==> src/rtl/fb_pkg.sv <==
// Shared constants and FSM encoding for the frame-buffer line arbiter.
package fb_pkg;
    localparam int LINE_W = 640;
    localparam int LINES  = 480;
    localparam int ADDR_W = 19;
    localparam int DATA_W = 8;
    localparam int X_W    = 10;

    typedef enum logic [1:0] {
        IDLE  = 2'd0,
        FETCH = 2'd1,
        DRAIN = 2'd2
    } state_t;
endpackage

==> src/rtl/fb_addr_gen.sv <==
// Scanline read address generator: line base by shift-add plus pixel index counter.
module fb_addr_gen
    import fb_pkg::*;
(
    input  logic              clk,
    input  logic              reset,
    input  logic              load,
    input  logic              step,
    input  logic [8:0]        line,
    output logic [ADDR_W-1:0] next_addr,
    output logic [X_W-1:0]    x,
    output logic              last
);
    logic [ADDR_W-1:0] base_s;
    logic [ADDR_W-1:0] base_r;
    logic [X_W-1:0]    x_r;

    // line * 640 = (line << 9) + (line << 7)
    always_comb begin
        base_s = ({10'd0, line} << 9) + ({10'd0, line} << 7);
    end

    // Base of the line being fetched and index of the read currently on the bus.
    always_ff @(posedge clk) begin
        if (reset) begin
            base_r <= '0;
            x_r    <= '0;
        end else if (load) begin
            base_r <= base_s;
            x_r    <= '0;
        end else if (step) begin
            x_r <= x_r + 10'd1;
        end
    end

    // Address to present on the next cycle: first pixel on load, otherwise the following pixel.
    always_comb begin
        if (load) begin
            next_addr = base_s;
        end else begin
            next_addr = base_r + {9'd0, x_r} + 19'd1;
        end
        x    = x_r;
        last = (x_r == X_W'(LINE_W - 1));
    end
endmodule

==> src/rtl/fb_line_arbiter.sv <==
// Frame-buffer arbiter: scanline fetch into the line buffer has absolute
// priority; renderer writes use the remaining memory cycles.
module fb_line_arbiter
    import fb_pkg::*;
(
    input  logic              clk,
    input  logic              reset,
    input  logic              fetch_req,
    input  logic [8:0]        fetch_line,
    output logic              fetch_done,
    output logic              fetch_err,
    input  logic              wr_valid,
    output logic              wr_ready,
    input  logic [ADDR_W-1:0] wr_addr,
    input  logic [DATA_W-1:0] wr_data,
    output logic [ADDR_W-1:0] mem_addr,
    output logic              mem_re,
    output logic              mem_we,
    output logic [DATA_W-1:0] mem_wdata,
    input  logic [DATA_W-1:0] mem_rdata,
    output logic              lb_we,
    output logic [X_W-1:0]    lb_addr,
    output logic [DATA_W-1:0] lb_wdata
);
    state_t            state_r;
    state_t            state_s;
    logic              drain_r;
    logic              drain_s;
    logic              accept_s;
    logic              drop_s;
    logic              fire_s;
    logic              step_s;
    logic [ADDR_W-1:0] next_addr_s;
    logic [X_W-1:0]    x_s;
    logic              last_s;
    logic              re_d1_r;
    logic [X_W-1:0]    idx_d1_r;

    fb_addr_gen u_addr_gen (
        .clk       (clk),
        .reset     (reset),
        .load      (accept_s),
        .step      (step_s),
        .line      (fetch_line),
        .next_addr (next_addr_s),
        .x         (x_s),
        .last      (last_s)
    );

    // Next-state logic, request arbitration and write handshake.
    always_comb begin
        state_s  = state_r;
        drain_s  = 1'b0;
        accept_s = fetch_req && (state_r == IDLE) && (fetch_line < 9'(LINES));
        drop_s   = fetch_req && !accept_s;
        wr_ready = !reset && !fetch_req && (state_r != FETCH);
        fire_s   = wr_valid && wr_ready;
        step_s   = (state_r == FETCH) && !last_s;
        case (state_r)
            IDLE: begin
                if (accept_s) state_s = FETCH;
                else          state_s = IDLE;
            end
            FETCH: begin
                if (last_s) state_s = DRAIN;
                else        state_s = FETCH;
            end
            DRAIN: begin
                if (drain_r) begin
                    state_s = IDLE;
                end else begin
                    state_s = DRAIN;
                    drain_s = 1'b1;
                end
            end
            default: state_s = IDLE;
        endcase
    end

    // State register.
    always_ff @(posedge clk) begin
        if (reset) begin
            state_r <= IDLE;
            drain_r <= 1'b0;
        end else begin
            state_r <= state_s;
            drain_r <= drain_s;
        end
    end

    // Registered memory strobes, line-buffer pipeline and status flags.
    always_ff @(posedge clk) begin
        if (reset) begin
            mem_re     <= 1'b0;
            mem_we     <= 1'b0;
            mem_addr   <= '0;
            mem_wdata  <= '0;
            re_d1_r    <= 1'b0;
            idx_d1_r   <= '0;
            lb_we      <= 1'b0;
            lb_addr    <= '0;
            lb_wdata   <= '0;
            fetch_done <= 1'b0;
            fetch_err  <= 1'b0;
        end else begin
            mem_re <= accept_s || step_s;
            mem_we <= fire_s;
            if (accept_s || step_s) begin
                mem_addr <= next_addr_s;
            end else if (fire_s) begin
                mem_addr <= wr_addr;
            end
            if (fire_s) begin
                mem_wdata <= wr_data;
            end
            // Read data arrives one cycle after mem_re; track its pixel index alongside.
            re_d1_r  <= mem_re;
            idx_d1_r <= x_s;
            lb_we    <= re_d1_r;
            if (re_d1_r) begin
                lb_addr  <= idx_d1_r;
                lb_wdata <= mem_rdata;
            end
            fetch_done <= re_d1_r && (idx_d1_r == X_W'(LINE_W - 1));
            fetch_err  <= fetch_err || drop_s;
        end
    end
endmodule

==> config.mk <==
export PLATFORM = sky130hd
export DESIGN_NAME = fb_line_arbiter
export DESIGN_NICKNAME = d
export VERILOG_FILES = /design/src/rtl/fb_pkg.sv /design/src/rtl/fb_addr_gen.sv /design/src/rtl/fb_line_arbiter.sv
export SDC_FILE = /design/constraint.sdc
export NUM_CORES = 1
export LEC_CHECK = 0
export BUFFER_PORTS_ARGS = -buffer_cell sky130_fd_sc_hd__buf_2
export CORE_UTILIZATION = 35
export DETAILED_ROUTE_END_ITERATION = 10
export SKIP_LAST_GASP = 1
export SYNTH_ARGS = -nofsm -noshare
export SYNTH_HDL_FRONTEND = slang
export SYNTH_SLANG_ARGS = --single-unit
==> constraint.sdc <==
create_clock -name clk -period 2.4 [get_ports clk]
set_clock_uncertainty 0.05 [all_clocks]
set_input_delay 0.24 -clock clk [delete_from_list [all_inputs] [get_ports clk]]
set_output_delay 0.24 -clock clk [all_outputs]
set_load 0.005 [all_outputs]
==> results.json, run 1 <==
{
  "status": "finished, final reports clean",
  "p_int_w": 0.00208,
  "crit_buf_inv": 0,
  "cts_tree": "built",
  "drcViolationCount": 0,
  "avgViaCountPerCell": 5.00,
  "cp_top_family": "compound AO/OA/AOI/OAI gates",
  "worst_slew_margin_rel_pct": 49.1,
  "fin_crit_sh_pct": 91.8,
  "fin_nets": 610,
  "setup_viol": 0,
  "clk_path_buf_depth": 2,
  "ant_nets": 0,
  "synthCells": 449,
  "htree_levels": 3,
  "cts.sinks": 86,
  "grt_max_degree": 58,
  "tns_ns": 0,
  "antenna_cells": 0,
  "worstSetupPathType": "reg2reg",
  "initial_core_util_pct": 36.1,
  "grt_setup_unrepaired": "false",
  "maxCapViolations": 0,
  "p_sw_share_pct": 28.7,
  "ys_types": 53,
  "area_growth_pct": 22.4,
  "drive_gt1_share_pct": 25.6,
  "stdcell_count": 695,
  "cts-root-buf": "clkbuf_8",
  "core_sq_mm": 0.0109,
  "slowest_delay_ns": 0.59,
  "p_sw_w": 0.000840,
  "hold_violations": 0,
  "post_drt_wl_per_cell_microns": 13.9,
  "cts_buffers": 9,
  "crit_path_max_fanout": 14,
  "ys_ff_latch": 86,
  "p_seq_share_pct": 52.8,
  "yosys_warnings": 0,
  "synthArstFlopShare_pct": 0,
  "track_usage_pct": 17.1,
  "die_w_microns": 108,
  "overflow": 0,
  "synth.yosys.seq_area_share_pct": 43.8,
  "tightest_slew_ns": 0.764,
  "place.gp.congestion": 0.842,
  "endpoint_kind": "flop",
  "die-area_sq_mm": 0.0117,
  "clockPowerShare_pct": 31.4,
  "crit_slowest_cell": "a21oi_2",
  "antenna_found_initial": 0,
  "die_y_microns": 108,
  "clkLatencyLatePin_ns": 0.36,
  "p_leak_nw": 2.02,
  "peakVddDrop_mv": 0.381,
  "grt_first_pass_wirelength_mm": 15.4,
  "p_comb_share_pct": 15.8,
  "path_cells": "ha_1 -> nand3_4 -> nor2_1 -> a21oi_2 -> a21oi_1 -> a221o_1 -> o21ai_2",
  "clk_transition_reported_paths_ns": 0.09,
  "mappedNetlistNets": 509,
  "p_per_area_mw_per_mm2": 608,
  "cp.required_ns": 2.65,
  "port_buffers": 98,
  "dp_hpwl_mm": 7.02,
  "slew_viol_final": 0,
  "hp-class": "in2reg",
  "first_pass_iters": 5,
  "cp.arrival_ns": 2.45,
  "fmax_mhz": 454,
  "boundaryPins": 99,
  "syn_avg_cell_area_sq_um": 8.75,
  "synth_ff_type": "dfxtp_1",
  "wirelength_mm": 9.64,
  "min_period_ns": 2.20,
  "crit_path_start_kind": "flop",
  "grt_pass1_vias": 3227,
  "vias": 3477,
  "drtIter0Drc": 139,
  "synth_enable_flop_cells": 0,
  "placedCellCount": 675,
  "netlist_area_sq_mm": 0.00393,
  "row_count": 38
}
[cells in the mapped netlist (2+ instances only)]
library cell / number / area [sq um]
a211oi_1: 2 / 15.0
a21oi_1: 30 / 150
a221oi_1: 3 / 26.3
a311oi_2: 5 / 75.1
a31oi_1: 2 / 12.5
and3_1: 3 / 18.8
buf_1: 4 / 15.0
buf_2: 2 / 10.0
buf_4: 2 / 15.0
buf_6: 2 / 22.5
clkbuf_1: 14 / 52.6
dfxtp_1: 86 / 1720
ha_1: 11 / 138
inv_1: 6 / 22.5
mux2i_1: 19 / 190
nand2_1: 68 / 255
nand2b_1: 3 / 18.8
nand3_1: 22 / 110
nand3_4: 2 / 35.0
nand4_1: 6 / 37.5
nor2_1: 57 / 214
nor2b_1: 12 / 75.1
nor3_1: 8 / 40.0
nor4_2: 2 / 25.0
o211ai_1: 7 / 52.6
o21ai_0: 12 / 60.1
o21bai_1: 2 / 15.0
o22ai_1: 3 / 18.8
o31ai_1: 2 / 15.0
or3_1: 3 / 18.8
xnor2_1: 17 / 149
xor2_1: 11 / 96.3
[cell families after synthesis]
family	after synthesis	share of synthesized area [%]
and+or+nand+nor	189	22.1
DFF	86	43.8
AOI/OAI and AO/OA	83	15.2
buffers and inverters	32	3.73
xor gates and xnor gates	28	6.24
muxes	19	4.84
adders and majority gates	12	4.01
[cell usage in the layout, fill, tap and decap left out, drive strengths merged, types with 8 or more instances in the layout]
cell type	n
xor2	11
a21oi	31
nand2	69
nor3	8
ha	11
nor2	57
o21ai	13
xnor2	17
nor2b	12
clkbuf	10
mux2i	19
dfxtp	86
nand3	24
buf	111
[worst min-delay path, cell delays in order]
cell and delay [ns]:
buf_2 0.07, nand2_1 0.04, nand2_1 0.04
[per-stage QoR]
step	hold slack [ns]	setup slack [ns]	util (%)	power (W)	cell area, sq um
finish	0.0161	0.198	44.2	0.00292	4810
detailed placement	0.360	0.154	42.1	0.00203	4580
CTS	0.00185	0.222	44.1	0.00296	4800
global route	0.00775	0.0436	44.2	0.00307	4810
global placement	0.352	0.174	42.1	0.00203	4580
floorplan	0.289	0.443	-	0.00185	3930
[power by group through the flow]
stage	Combinational (W)	Clock, W	Sequential, W
5_1_grt	0.000513	0.00101	0.00155
6_report	0.000461	0.000919	0.00154
3_5_place_dp	0.000458	0	0.00158
4_1_cts	0.000465	0.000951	0.00154
3_3_place_gp	0.000453	0	0.00157
2_1_floorplan	0.000280	0	0.00157
[repair_timing]
action / in CTS / in global routing
buffers inserted: 0 / 0
setup endpoints to repair: 0 / 1
endpoints found under the hold margin: 4 / 0
hold buffers: 4 / 0
resized for setup: 0 / 1
[worst paths after layout]
path	from	to	slack, ns	depth (start not counted)
hold / removal	wr_data[2]	mem_wdata[2]$_SDFFE_PP0P_	0.02	3
hold reg to reg	drain_r$_SDFF_PP0_	drain_r$_SDFF_PP0_	0.38	1
setup reg to reg	u_addr_gen.x[1]$_SDFFE_PP0P_	mem_addr[18]$_SDFFE_PP0P_	0.20	7
setup / recovery	u_addr_gen.x[1]$_SDFFE_PP0P_	mem_addr[18]$_SDFFE_PP0P_	0.20	7
[sequential cells by signal, indices dropped and copies added (netlist names)]
register and cells:
state_r 2, re_d1_r 1, fetch_done 1, drain_r 1, idx_d1_r 10, fetch_err 1
u_addr_gen.base_r 12, lb_we 1, mem_wdata 8, u_addr_gen.x 10, lb_addr 10, mem_we 1
lb_wdata 8, mem_re 1, mem_addr 19
[layer usage]
layer	up-vias	share of wire, %	global-route usage, %	wire length (microns)
met2	106	47	28.7	4540
met3	14	5.6	4.76	538
met4	0	1.6	6.26	158
li1	1763	-	-	-
met5	-	0	0	0
met1	1594	46	20.8	4400
[cell type report]
class	count	area, sq um
inverter	7	26.3
tap	140	175
timing repair buffer	115	641
clock buffer	10	128
clock inverter	6	47.5
sequential	86	1720
fill	1114	6080
multi-input combinational	331	2070
Note: power is estimated with default switching activity, not from simulation.
==> inputs of run 2 (changes only) <==
--- a/config.mk
+++ b/config.mk
@@ -9,2 +9,3 @@
 export CORE_UTILIZATION = 35
+export CTS_BUF_LIST = sky130_fd_sc_hd__clkbuf_4 sky130_fd_sc_hd__clkbuf_8
 export DETAILED_ROUTE_END_ITERATION = 10
@@ -13,2 +14,3 @@
 export SYNTH_HDL_FRONTEND = slang
+export SYNTH_HIERARCHICAL = 1
 export SYNTH_SLANG_ARGS = --single-unit
==> constraint.sdc (replaced) <==
create_clock -name clk -period 2.4 [get_ports clk]
set_clock_uncertainty 0.05 [all_clocks]
set_input_delay 0.12 -clock clk [delete_from_list [all_inputs] [get_ports clk]]
set_output_delay 0.12 -clock clk [all_outputs]
set_load 0.005 [all_outputs]
==> run 2 against run 1 <==
Against the previous run: the run now ends with DRC left; global-route usage up 0.93 points; setup slack got worse by 0.065 ns; wire length up 11%; area after synthesis increased by 6.6%; critical path depth is 1 higher; die area up 6.4%; register-to-register slack worse by 0.07 ns; largest power group unchanged.
==> results.json, run 2 <==
{
  "status": "finished with violations",
  "violations": "DRC",
  "setup_viol": 0,
  "core_sq_mm": 0.0115,
  "post_drt_wl_per_cell_microns": 14.2,
  "p_leak_nw": 2.33,
  "yosys_warnings": 6,
  "ant_nets": 0,
  "hold_slack_ns": 0.0630,
  "htree_levels": 3,
  "wirelength_mm": 10.7,
  "cts_tree": "built",
  "mappedNetlistNets": 532,
  "cp.required_ns": 2.61,
  "cts_buffers": 9,
  "first_pass_iters": 8,
  "grt_max_degree": 57,
  "ys_ff_latch": 86,
  "cp.arrival_ns": 2.48,
  "synthCells": 472,
  "largestRegisters": "mem_addr x19, u_addr_gen/base_r x12",
  "tns_ns": 0,
  "syn_avg_cell_area_sq_um": 8.87,
  "worst_slew_margin_rel_pct": 61.5,
  "netlist_area_sq_mm": 0.00419,
  "slowest_delay_ns": 0.37,
  "min_period_ns": 2.27,
  "slew_viol_final": 0,
  "hp-class": "in2reg",
  "boundaryPins": 99,
  "avgViaCountPerCell": 4.99,
  "place.gp.congestion": 0.855,
  "synth_area_leaders": "dfxtp_1 41%, nand2_1 6.0%, nor2_1 5.9%",
  "fin_crit_sh_pct": 94.5,
  "grt_setup_unrepaired": "false",
  "crit_path_start_kind": "flop",
  "drcViolationCount": 22,
  "path_cells": "ha_1 -> and2_1 -> a21oi_1 -> a211oi_2 -> xnor2_1 -> a211oi_2 -> nor2_1 -> a311oi_2",
  "hold_violations": 0,
  "row_count": 39,
  "grt_first_pass_wirelength_mm": 17.9,
  "largest_reg_flops": 19,
  "maxCapViolations": 0,
  "fill_cells": 1141,
  "drive_gt1_share_pct": 26.4,
  "synth_top_area_share_pct": 41.1,
  "utilization_pct": 46.6,
  "synth_enable_flop_cells": 0,
  "overflow": 0,
  "synthArstFlopShare_pct": 0,
  "stdcell_count": 753,
  "track_usage_pct": 18.0,
  "dp_hpwl_mm": 7.44,
  "worstSetupPathType": "reg2reg",
  "fmax_mhz": 441,
  "final_common_cell": "buf_2",
  "crit_slowest_cell": "dfxtp_1",
  "synth.yosys.seq_area_share_pct": 41.1,
  "initial_core_util_pct": 36.4,
  "largest_register": "mem_addr",
  "die_y_microns": 111,
  "crit_top_cell": "a211oi_2",
  "die_w_microns": 111,
  "drtIter0Drc": 245,
  "synth_ff_type": "dfxtp_1",
  "p_per_area_mw_per_mm2": 569,
  "grt_pass1_vias": 3647,
  "port_buffers": 98,
  "endpoint_kind": "flop",
  "clkLatencyLatePin_ns": 0.35,
  "die-area_sq_mm": 0.0124,
  "clk_transition_reported_paths_ns": 0.08,
  "fin_nets": 665,
  "crit_path_max_fanout": 5,
  "peakVddDrop_mv": 0.248,
  "placedCellCount": 702,
  "ys_types": 57,
  "area_growth_pct": 28.2,
  "clk_path_buf_depth": 2,
  "antenna_found_initial": 0,
  "synth.most_common_cell": "dfxtp_1",
  "tightest_slew_ns": 0.578,
  "cts-root-buf": "clkbuf_8",
  "cts.sinks": 86,
  "synth_area_leader_cell": "dfxtp_1",
  "antenna_cells": 0,
  "ctsResizeCount": 0,
  "netlist_top_cells_count": "86 x dfxtp_1, 67 x nand2_1, 66 x nor2_1, 22 x mux2i_1, 19 x a21oi_1",
  "final_cell_mix": "98 x buf_2, 86 x dfxtp_1, 67 x nand2_1",
  "finalPower_w": 0.00306,
  "vias": 3755
}
==> run 2: logic make-up (layout without fill, tap and decap cells) <==
group           Yosys count  after routing  synth area share (%)
xor+xnor                 29             29                  6.07
fa+ha+maj                12             12                  3.77
mux                      22             22                  5.26
flops                    86             86                  41.1
buf+inv                  35            173                  4.42
compound gates           76             76                  14.5
simple gates            212            212                  24.9
==> run 2: worst paths after layout <==
kind,start,to,slack (ns),cells past startpoint
worst max-delay path,u_addr_gen/x[9]$_SDFFE_PP0P_,mem_addr[17]$_SDFFE_PP0P_,0.13,8
worst min register to register,drain_r$_SDFF_PP0_,drain_r$_SDFF_PP0_,0.37,1
worst max register to register,u_addr_gen/x[9]$_SDFFE_PP0P_,mem_addr[17]$_SDFFE_PP0P_,0.13,8
worst min-delay path,fetch_req,fetch_err$_SDFF_PP0_,0.06,3
==> run 2: worst max-delay path, delay by kind of cell (launching register included) <==
kind / cells / cell delay, ns
XOR/XNOR: 1 / 0.16
flip-flops: 1 / 0.37
AND/OR/NAND/NOR: 2 / 0.33
adder cells (fa/ha/maj): 1 / 0.37
AO/OA/AOI/OAI: 4 / 0.91
==> run 2: area by class of cell <==
type                    count  area [sq um]  share of cell area [%]
clock buffers              12           153                    2.84
clock inverters             4          22.5                   0.419
inverters                   9          38.8                   0.722
multi-input cells         351          2290                    42.6
flip-flops and latches     86          1720                    32.1
well taps                 143           179                    3.33
repair buffers            148           966                    18.0
==> run 2: per-stage QoR <==
step           instance area (sq um)  setup WS [ns]
2_1_floorplan                   4190          0.262
3_3_place_gp                    4840          0.247
3_5_place_dp                    4840          0.151
4_1_cts                         5370          0.134
5_1_grt                         5370         0.0300
6_report                        5370          0.132
==> run 2: routing by layer <==
| layer | part of all wire [%] | vias up | GRT usage [%] |
|---|---|---|---|
| li1 | - | 1900 | - |
| met1 | 48 | 1730 | 23.0 |
| met2 | 46 | 106 | 29.6 |
| met3 | 4.0 | 19 | 4.30 |
| met4 | 2.4 | 0 | 6.94 |
| met5 | 0 | - | 0 |
==> run 2: where the power goes <==
group          internal, W  leakage, nW  switching (W)
registers          0.00150        0.702      0.0000530
logic             0.000274         1.53       0.000310
clock network     0.000423       0.0930       0.000492
==> run 2: repair_timing <==
action / in CTS / in global routing
hold endpoints to repair: 35 / 0
buffers inserted: 0 / 0
hold buffers: 35 / 0
==> inputs of run 3 (changes only) <==
Settings changed: CTS_BUF_LIST sky130_fd_sc_hd__clkbuf_4 sky130_fd_sc_hd__clkbuf_8 to unset, SYNTH_HIERARCHICAL 1 to unset.
==> run 3 against run 2 <==
Against the previous run: the run now ends clean; critical path depth decreased by 1; count of clock-buffer cells in the layout fell by 3; register-to-register slack better by 0.05 ns; design area shrank 6.2%; hold slack worse by 0.019 ns; maximum frequency rose by 2.2%; setup slack improved by 0.050 ns; global-route usage down 0.19 points; cell count down 5.2%; critical path type unchanged; critical endpoint is now mem_addr[18]$_SDFFE_PP0P_.
==> results.json, run 3 (synthesized netlist as in run 1, its figures left out) <==
{
  "status": "finished, final reports clean",
  "min_period_ns": 2.22,
  "p_per_area_mw_per_mm2": 631,
  "slew_viol_final": 0,
  "holdPathEnd": "fetch_err$_SDFF_PP0_",
  "hold_slack_ns": 0.0439,
  "worst_r2r_path_depth": 7,
  "grt_first_pass_wirelength_mm": 16.1,
  "hold_violations": 0,
  "drive_gt1_share_pct": 24.9,
  "boundaryPins": 99,
  "fin_ws_ns": 0.182,
  "cp.required_ns": 2.65,
  "die-area_sq_mm": 0.0117,
  "final_cell_mix": "98 x buf_2, 86 x dfxtp_1, 68 x nand2_1",
  "final-seq-area_sq_mm": 0.00172,
  "crit_buf_inv": 0,
  "multi_input_area_sq_mm": 0.00207,
  "hold_depth": 3,
  "grt_setup_unrepaired": "false",
  "design_area_sq_mm": 0.00504,
  "avgViaCountPerCell": 4.97,
  "post_drt_wl_per_cell_microns": 14.2,
  "initial_core_util_pct": 36.1,
  "tightest_slew_ns": 0.744,
  "cts_tree": "built",
  "clk_path_buf_depth": 2,
  "worst_slew_margin_rel_pct": 50.4,
  "overflow": 0,
  "ant_nets": 0,
  "vias": 3548,
  "hp-start": "fetch_req",
  "endpoint_kind": "flop",
  "antenna_found_initial": 0,
  "post_dp_cell_area_sq_mm": 0.00456,
  "antenna_cells": 0,
  "fmax_mhz": 451,
  "cp.arrival_ns": 2.47,
  "largestRegisters": "mem_addr x19, u_addr_gen.base_r x12",
  "drtIter0Drc": 189,
  "fin_crit_sh_pct": 92.4,
  "clk_transition_reported_paths_ns": 0.09,
  "cts-root-buf": "clkbuf_8",
  "drcViolationCount": 0,
  "grt_max_degree": 58,
  "crit_path_start_kind": "flop",
  "timing.rr.end": "mem_addr[18]$_SDFFE_PP0P_",
  "port_buffers": 98,
  "cp_top_family": "simple AND/OR/NAND/NOR gates",
  "p_sw_w": 0.000857,
  "grt_pass1_vias": 3284,
  "track_usage_pct": 17.8,
  "htree_levels": 3,
  "wirelength_mm": 10.1,
  "dp_hpwl_mm": 7.18,
  "first_pass_iters": 4,
  "clockPowerShare_pct": 36.1,
  "die_y_microns": 108,
  "largest_reg_flops": 19,
  "place.gp.congestion": 0.821,
  "p_leak_nw": 2.12,
  "fill_cells": 1086,
  "p_sw_share_pct": 27.0,
  "path_cells": "ha_1 -> nand3_4 -> nor4_2 -> o2111ai_1 -> xor2_1 -> a221o_1 -> o21ai_2",
  "maxCapViolations": 0,
  "clkLatencyLatePin_ns": 0.36,
  "area_growth_pct": 28.2,
  "r2r_setup_slack_ns": 0.18,
  "place_ws_ns": 0.218,
  "final_common_cell": "buf_2",
  "crit_path_max_fanout": 7,
  "die_w_microns": 108,
  "crit_slowest_cell": "dfxtp_1",
  "p_comb_share_pct": 15.2,
  "cts_buffers": 9,
  "r2r_start": "u_addr_gen.x[0]$_SDFFE_PP0P_",
  "setup_viol": 0,
  "fin_nets": 629,
  "cts.sinks": 86,
  "postCtsSetupRepairBufs": 0,
  "core_sq_mm": 0.0109,
  "worstSetupPathType": "reg2reg",
  "tns_ns": 0,
  "largest_register": "mem_addr",
  "slowest_delay_ns": 0.47,
  "p_seq_share_pct": 48.7,
  "peakVddDrop_mv": 0.344,
  "hp-class": "in2reg",
  "utilization_pct": 46.3,
  "row_count": 38,
  "p_int_w": 0.00232
}
==> run 3: cell types whose count changed in the layout (fill, tap and decap cells not counted), moves of 9 or more <==
cell           delta
nand3_1          +12
a21oi_1          +11
dlygate4sd3_1    -11
nand2_2          -10
o21ai_1          -10
nor2_1            -9
o21ai_0           +9
==> run 3: layer usage <==
metal,vias to the layer above,wire [microns],track usage (%)
met5,-,0,0
met4,0,110,6.16
met3,9,455,4.10
met2,89,4850,29.7
met1,1658,4720,22.6
li1,1792,-,-
==> run 3: metrics by stage <==
stage               power, W  instances
floorplan            0.00185        449
global placement     0.00203        674
detailed placement   0.00203        674
CTS                  0.00322        714
global route         0.00334        714
finish               0.00318        714
==> run 3: area by class of cell <==
class	count	area share (%)
multi-input combinational	331	41.0
sequential	86	34.2
timing repair buffer	134	16.3
tap	140	3.48
clock buffer	9	2.46
clock inverter	7	2.04
inverter	7	0.522
==> run 3: power groups by stage <==
stage | clock, W | combinational, W | sequential (W)
6_report | 0.00115 | 0.000484 | 0.00155
4_1_cts | 0.00119 | 0.000487 | 0.00155
5_1_grt | 0.00125 | 0.000538 | 0.00155
3_3_place_gp | 0 | 0.000448 | 0.00158
3_5_place_dp | 0 | 0.000455 | 0.00158
2_1_floorplan | 0 | 0.000280 | 0.00157
==> run 3: worst reg2reg max path: cells and delay by family (launching register included) <==
| kind | cells | cell delay (ns) |
|---|---|---|
| AND/OR/NAND/NOR | 2 | 0.62 |
| AO/OA/AOI/OAI | 3 | 0.59 |
| flip-flops | 1 | 0.47 |
| adder cells (fa/ha/maj) | 1 | 0.28 |
| XOR/XNOR | 1 | 0.17 |
==> run 3: how the worst max path moves through the flow <==
stage / depth (start not counted) / endpoint / start / slack, ns
6_report: 7 / mem_addr[18]$_SDFFE_PP0P_ / u_addr_gen.x[0]$_SDFFE_PP0P_ / 0.18
2_1_floorplan: 7 / mem_addr[12]$_SDFFE_PP0P_ / u_addr_gen.x[0]$_SDFFE_PP0P_ / 0.47
3_5_place_dp: 7 / mem_addr[18]$_SDFFE_PP0P_ / u_addr_gen.x[0]$_SDFFE_PP0P_ / 0.22
5_1_grt: 7 / mem_addr[11]$_SDFFE_PP0P_ / u_addr_gen.x[0]$_SDFFE_PP0P_ / 0.02
3_3_place_gp: 9 / u_addr_gen.base_r[17]$_SDFFE_PP0N_ / fetch_line[0] / 0.28
4_1_cts: 10 / u_addr_gen.base_r[17]$_SDFFE_PP0N_ / fetch_line[0] / 0.12
==> run 3: repair_timing <==
action	CTS	global route
resized for setup	0	1
hold buffers	24	0
endpoints found under the hold margin	24	0
endpoints found under the setup margin	0	3
